$ cat src/rtl/serial_comparator.sv
// -----------------------------------------------------------------------------
// serial_comparator
//
// Bit-serial, MSB-first unsigned magnitude comparator with a start/done
// handshake. A and B are captured when a start is accepted and then one bit
// pair is examined per clock. The result comes out as registered, one-hot
// GREATER / EQUAL / SMALLER flags, updated on the same edge that raises done.
//
// Parameters
//   WIDTH       operand width in bits (>= 2)
//   EARLY_EXIT  1: stop at the first differing bit
//               0: always scan all WIDTH bits; the first difference is
//                  remembered and decides the result
//
// Ports
//   clk      in   1      single clock, rising edge
//   rst      in   1      synchronous, active-high reset
//   start    in   1      compare request, honoured in IDLE and DONE only
//   A        in   WIDTH  operand A (unsigned), captured on an accepted start
//   B        in   WIDTH  operand B (unsigned), captured on an accepted start
//   busy     out  1      high while a comparison is in progress (SHIFT)
//   done     out  1      one-cycle pulse; the flags are valid from this cycle
//   GREATER  out  1      A > B, held until the next done
//   EQUAL    out  1      A == B, held until the next done
//   SMALLER  out  1      A < B, held until the next done
// -----------------------------------------------------------------------------
module serial_comparator #(
    parameter int WIDTH      = 4,
    parameter bit EARLY_EXIT = 1'b1
) (
    input  logic             clk,
    input  logic             rst,
    input  logic             start,
    input  logic [WIDTH-1:0] A,
    input  logic [WIDTH-1:0] B,
    output logic             busy,
    output logic             done,
    output logic             GREATER,
    output logic             EQUAL,
    output logic             SMALLER
);

    localparam int CW = (WIDTH > 2) ? $clog2(WIDTH) : 1;

    typedef enum logic [1:0] {
        ST_IDLE  = 2'd0,
        ST_SHIFT = 2'd1,
        ST_DONE  = 2'd2
    } state_t;

    state_t state_reg;
    state_t state_next;

    // Operand shift registers: the bit under test is always the MSB.
    logic [WIDTH-1:0] a_sh_reg;
    logic [WIDTH-1:0] b_sh_reg;
    logic [WIDTH-1:0] a_shl;
    logic [WIDTH-1:0] b_shl;

    // Counts the bit pairs still to be examined after the current one.
    logic [CW-1:0]    cnt_reg;

    // Sticky record of the first difference seen (used when EARLY_EXIT=0).
    logic             diff_found_reg;
    logic             diff_gt_reg;

    // Result flags.
    logic             gt_reg;
    logic             eq_reg;
    logic             lt_reg;

    logic             a_msb;
    logic             b_msb;
    logic             bit_diff;
    logic             last_bit;
    logic             accept;
    logic             finish;
    logic             dec_found;
    logic             dec_gt;

    // -------------------------------------------------------------------------
    // Left-shift networks (LSB is filled with zero; its value never matters
    // because the counter ends the scan before it reaches the MSB).
    // -------------------------------------------------------------------------
    assign a_shl[0] = 1'b0;
    assign b_shl[0] = 1'b0;

    generate
        for (genvar gi = 1; gi < WIDTH; gi++) begin : g_shift
            assign a_shl[gi] = a_sh_reg[gi-1];
            assign b_shl[gi] = b_sh_reg[gi-1];
        end
    endgenerate

    // -------------------------------------------------------------------------
    // Per-cycle evaluation of the current bit pair
    // -------------------------------------------------------------------------
    assign a_msb    = a_sh_reg[WIDTH-1];
    assign b_msb    = b_sh_reg[WIDTH-1];
    assign bit_diff = a_msb ^ b_msb;
    assign last_bit = (cnt_reg == '0);

    // A start is only honoured when no comparison is running.
    assign accept   = start && ((state_reg == ST_IDLE) || (state_reg == ST_DONE));

    // The comparison ends this edge either on the first difference (early
    // exit) or once the last bit pair has been examined.
    assign finish   = (state_reg == ST_SHIFT) &&
                      ((EARLY_EXIT && bit_diff) || last_bit);

    // Final decision: an earlier recorded difference has priority over the
    // bit pair under test, so only the first difference counts.
    assign dec_found = diff_found_reg | bit_diff;
    assign dec_gt    = diff_found_reg ? diff_gt_reg : a_msb;

    // -------------------------------------------------------------------------
    // FSM: state register
    // -------------------------------------------------------------------------
    always_ff @(posedge clk) begin
        if (rst) begin
            state_reg <= ST_IDLE;
        end else begin
            state_reg <= state_next;
        end
    end

    // -------------------------------------------------------------------------
    // FSM: next-state logic
    // -------------------------------------------------------------------------
    always_comb begin
        state_next = state_reg;
        case (state_reg)
            ST_IDLE: begin
                if (start) begin
                    state_next = ST_SHIFT;
                end
            end
            ST_SHIFT: begin
                if (finish) begin
                    state_next = ST_DONE;
                end
            end
            ST_DONE: begin
                // Back-to-back compare: go straight to SHIFT without an
                // IDLE bubble.
                if (start) begin
                    state_next = ST_SHIFT;
                end else begin
                    state_next = ST_IDLE;
                end
            end
            default: begin
                state_next = ST_IDLE;
            end
        endcase
    end

    // -------------------------------------------------------------------------
    // FSM: outputs (Moore, decoded from the state register)
    // -------------------------------------------------------------------------
    always_comb begin
        busy = 1'b0;
        done = 1'b0;
        case (state_reg)
            ST_SHIFT: busy = 1'b1;
            ST_DONE:  done = 1'b1;
            default: begin
                busy = 1'b0;
                done = 1'b0;
            end
        endcase
    end

    // -------------------------------------------------------------------------
    // Datapath: operand shift registers, bit counter, sticky difference
    // -------------------------------------------------------------------------
    always_ff @(posedge clk) begin
        if (rst) begin
            a_sh_reg       <= '0;
            b_sh_reg       <= '0;
            cnt_reg        <= '0;
            diff_found_reg <= 1'b0;
            diff_gt_reg    <= 1'b0;
        end else if (accept) begin
            a_sh_reg       <= A;
            b_sh_reg       <= B;
            cnt_reg        <= CW'(WIDTH - 1);
            diff_found_reg <= 1'b0;
            diff_gt_reg    <= 1'b0;
        end else if (state_reg == ST_SHIFT) begin
            a_sh_reg <= a_shl;
            b_sh_reg <= b_shl;
            if (!last_bit) begin
                cnt_reg <= cnt_reg - CW'(1);
            end
            if (bit_diff && !diff_found_reg) begin
                diff_found_reg <= 1'b1;
                diff_gt_reg    <= a_msb;
            end
        end
    end

    // -------------------------------------------------------------------------
    // Result flags: written only on the edge entering DONE, so they are not
    // disturbed by a new start and stay valid until the next done.
    // -------------------------------------------------------------------------
    always_ff @(posedge clk) begin
        if (rst) begin
            gt_reg <= 1'b0;
            eq_reg <= 1'b0;
            lt_reg <= 1'b0;
        end else if (finish) begin
            gt_reg <= dec_found &  dec_gt;
            eq_reg <= ~dec_found;
            lt_reg <= dec_found & ~dec_gt;
        end
    end

    assign GREATER = gt_reg;
    assign EQUAL   = eq_reg;
    assign SMALLER = lt_reg;

endmodule

$ cat config.mk
export PLATFORM = sky130hd
export DESIGN_NAME = serial_comparator
export DESIGN_NICKNAME = d
export VERILOG_FILES = /design/src/rtl/serial_comparator.sv
export SDC_FILE = /design/constraint.sdc
export NUM_CORES = 1
export LEC_CHECK = 0
export ABC_AREA = 1
export BUFFER_PORTS_ARGS = -buffer_cell sky130_fd_sc_hd__buf_2
export CAP_MARGIN = 40
export CORE_UTILIZATION = 40
export CTS_BUF_LIST = sky130_fd_sc_hd__clkbuf_4
export CTS_CLUSTER_DIAMETER = 60
export DETAILED_ROUTE_END_ITERATION = 6
export GPL_TIMING_DRIVEN = 0
export HOLD_SLACK_MARGIN = 0.06
export PLACE_DENSITY = 0.61
export SLEW_MARGIN = 20
export SYNTH_ARGS = -nofsm -noshare
export SYNTH_HDL_FRONTEND = slang
export SYNTH_SLANG_ARGS = --single-unit
export TNS_END_PERCENT = 100
$ cat constraint.sdc
create_clock -name clk -period 1.35 [get_ports clk]
set_clock_uncertainty 0.1 [all_clocks]
set_input_delay 0.0675 -clock clk [delete_from_list [all_inputs] [get_ports clk]]
set_output_delay 0.0675 -clock clk [all_outputs]
set_load 0.005 [all_outputs]
==> summary.txt <==
Route
  – Wire length per cell: 9.18 um
  – WL final: 1610 um
  – ANT nets after route: 0
  – DR vias: 787
  – DRT iter0 DRCs: 10
  – DRC violations left: 0
  – Vias/cell: 4.50
  – DR pass1 iterations: 4

Worst setup path
  – Crit Path Category: reg -> out
  – CP max stage delay: 410 ps
  – Nature of the critical path endpoint: output port
  – Worst endpoint required time: between 1000 and 1500 ps
  – Slowest cell on crit path: dfxtp_1
  – Cell family with most CP delay: flip-flops
  – FF-to-FF setup slack: 110 ps
  – Worst setup SP type: flop
  – Crit Path Max Fanout: 10
  – CP bufs+invs: 2
  – WP data arrival: 1100 ps
  – Critical path cell sequence: nand2_2 -> inv_4 -> buf_2

STA
  – Rel. slew slack: 68.1%
  – Final min period: 1260 ps
  – Max frequency: 792 MHz
  – Endpoints failing setup: 0
  – Max Slew Vio Count: 0
  – Final hold viol count: 0
  – RSZ-0062 raised after global routing: false
  – Final worst-path cycle share: 93.6%
  – Setup TNS: 0 ps
  – Measured slew at the worst slew-check pin: 479 ps

Floorplan
  – Initial Utilization: 44.4%
  – Cell row count: 15
  – IO Pins: 16
  – Area of the core: 1800 um^2
  – Chip Height: 46.7 um
  – Die area: roughly 2200 um^2
  – Die width: 46.7 um

GRT
  – Global-route met1 utilization: about a fifth
  – Remaining Overflow, GRT: 0
  – Global-route wire length before repair: 2590 um
  – Met3 usage: 6.92%
  – Grt met2 use: 28.6%
  – Initial antenna violation count: 0
  – Largest net degree at the start of global routing: 11
  – Vias in the first global route: about 650
  – GRT Total Usage: 17.2%
  – Gr busiest metal: met2

Flow run
  – Max-cap violations: 0

Yosys
  – Multiplexer share of the synthesized area: 0%
  – Post-Synth Adder-Cell Area: 1.56%
  – Complex-gate fraction of the synthesized area: 11.6%
  – Simple-gate share of the synthesized area: between 30% and 40%
  – Register area share after synthesis: 42.5%
  – Synth Warn #: 0
  – Yosys top cell area share: 42.5%
  – Synth Cell Area: around 800 um^2
  – Synth area leaders: dfxtp_1, nand2_1, nor2_1
  – Net Count, Synth: 134
  – Synth Instances: 122
  – Syn_area_per_cell: 6.56 um^2
  – Post-synth top area cell: dfxtp_1
  – Netlist cell types: 18
  – Main combinational cell family by area after synthesis: simple AND/OR/NAND/NOR gates
  – Post-Synth XOR/XNOR Area: 0%
  – Flops & latches, synth: 17

Clock network
  – Clock latency on the worst-skew pair: 290 ps
  – Root Driver: clkbuf_4
  – Worst-case clock buffer depth: 2
  – H-tree levels: 1
  – Sink Count: 17
  – Post-CTS setup buffers: 0
  – TritonCTS clock tree: yes
  – Number of CTS-inserted buffers: 3
  – Clock-pin slew on the worst setup and hold paths: 100 ps

Layout
  – N_diodes: 0
  – Final Net Count: between 150 and 200
  – Design Area, Final: 1040 um^2
  – Share of layout cells above drive strength 1: 18.0%
  – Area Growth Syn to Fin: 29.8%
  – Fillcell total: approximately 200
  – Final core occ: around 58%

Placement
  – Post-DP HPWL: 1150 um
  – DP Area: just over 900 um^2
  – Placer Congestion: 0.790
  – IO buf count: 15

Pwr
  – Worst vdd ir: 947 uV
  – Pwr Density: 1060 nW/um^2
  – Static Leak: 0.525 nW

Worst hold path
  – Hold/Removal Path Class: in -> reg

Run status
  – Outcome: finished, final reports clean
## power breakdown
group          internal, mW  leakage (nW)  switching [mW]
sequential            0.544         0.140          0.0242
combinational         0.116         0.367           0.145
clock                 0.110        0.0177           0.166
## cell usage in the layout (no fill, tap or decap), drive strengths merged
cell	netlist	layout
nand2	40	40
nor2	21	21
inv	17	18
dfxtp	17	17
buf	0	15
a21oi	12	12
dlygate4sd3	0	9
o21ai	5	5
clkbuf	2	5
nand3	2	2
o211ai	1	1
nand3b	1	1
nor3	1	1
nand4	1	1
ha	1	1
clkinv	1	1
## cell families (layout without fill, tap and decap cells)
group,Yosys count,after routing
flip-flops,17,17
adder cells (fa/ha/maj),1,1
buffers and inverters,20,48
AND/OR/NAND/NOR,66,66
AO/OA/AOI/OAI,18,18
## cell usage after synthesis
master / n
nor3_1: 1
a21oi_1: 12
nand2_2: 2
nand3b_2: 1
inv_2: 2
clkinv_2: 1
ha_1: 1
nand4_1: 1
inv_1: 15
clkbuf_8: 1
dfxtp_1: 17
nor2_1: 20
clkbuf_1: 1
o21ai_0: 5
o211ai_1: 1
nor2_2: 1
nand3_1: 2
nand2_1: 38
## stage by stage
step	worst slack, ps	instances	hold slack [ps]	power, mW
2_1_floorplan	152	122	115	0.743
6_report	87.1	175	108	1.10
4_1_cts	42.0	175	96.6	1.10
5_1_grt	17.5	175	111	1.18
3_3_place_gp	76.7	162	222	0.805
3_5_place_dp	66.0	162	228	0.810
## metal layers
layer | wire, um | vias up
met1 | 782 | 341
met4 | 12 | 0
met5 | 0 | -
met2 | 756 | 13
met3 | 54 | 2
li1 | - | 431
## path summary, 6_finish.rpt
kind,start,cells after the start,to
setup / recovery,state_reg[0]$_SDFFE_PP0P_,3,busy
hold / removal,start,4,b_sh_reg[1]$_SDFFE_PP0P_
setup reg to reg,cnt_reg[0]$_SDFFE_PP0P_,6,cnt_reg[0]$_SDFFE_PP0P_
hold reg to reg,b_sh_reg[1]$_SDFFE_PP0P_,2,b_sh_reg[1]$_SDFFE_PP0P_
## cell type report
cell class                 instances  area (um^2)  share of cell area, %
tap                               25         31.3                   3.01
sequential                        17          340                   32.7
timing repair buffer              24          165                   15.9
clock buffer                       3         22.5                   2.17
inverter                          18         70.1                   6.74
buffer                             2         17.5                   1.68
clock inverter                     1         5.00                  0.481
multi-input combinational         85          388                   37.3
## worst reg2reg max path: cells and delay by family, from the launching register on
family / cells / cell delay, ps
adder cells (fa/ha/maj): 1 / 210
AO/OA/AOI/OAI: 1 / 60
flip-flops: 1 / 340
buffers and inverters: 1 / 60
AND/OR/NAND/NOR: 3 / 350
## timing repair
action / 4_1_cts / 5_1_grt
endpoints found under the setup margin: 0 / 2
resized for setup: 0 / 3
endpoints found under the hold margin: 14 / 0
hold buffers: 9 / 0
(Power assumes the default switching activity.)
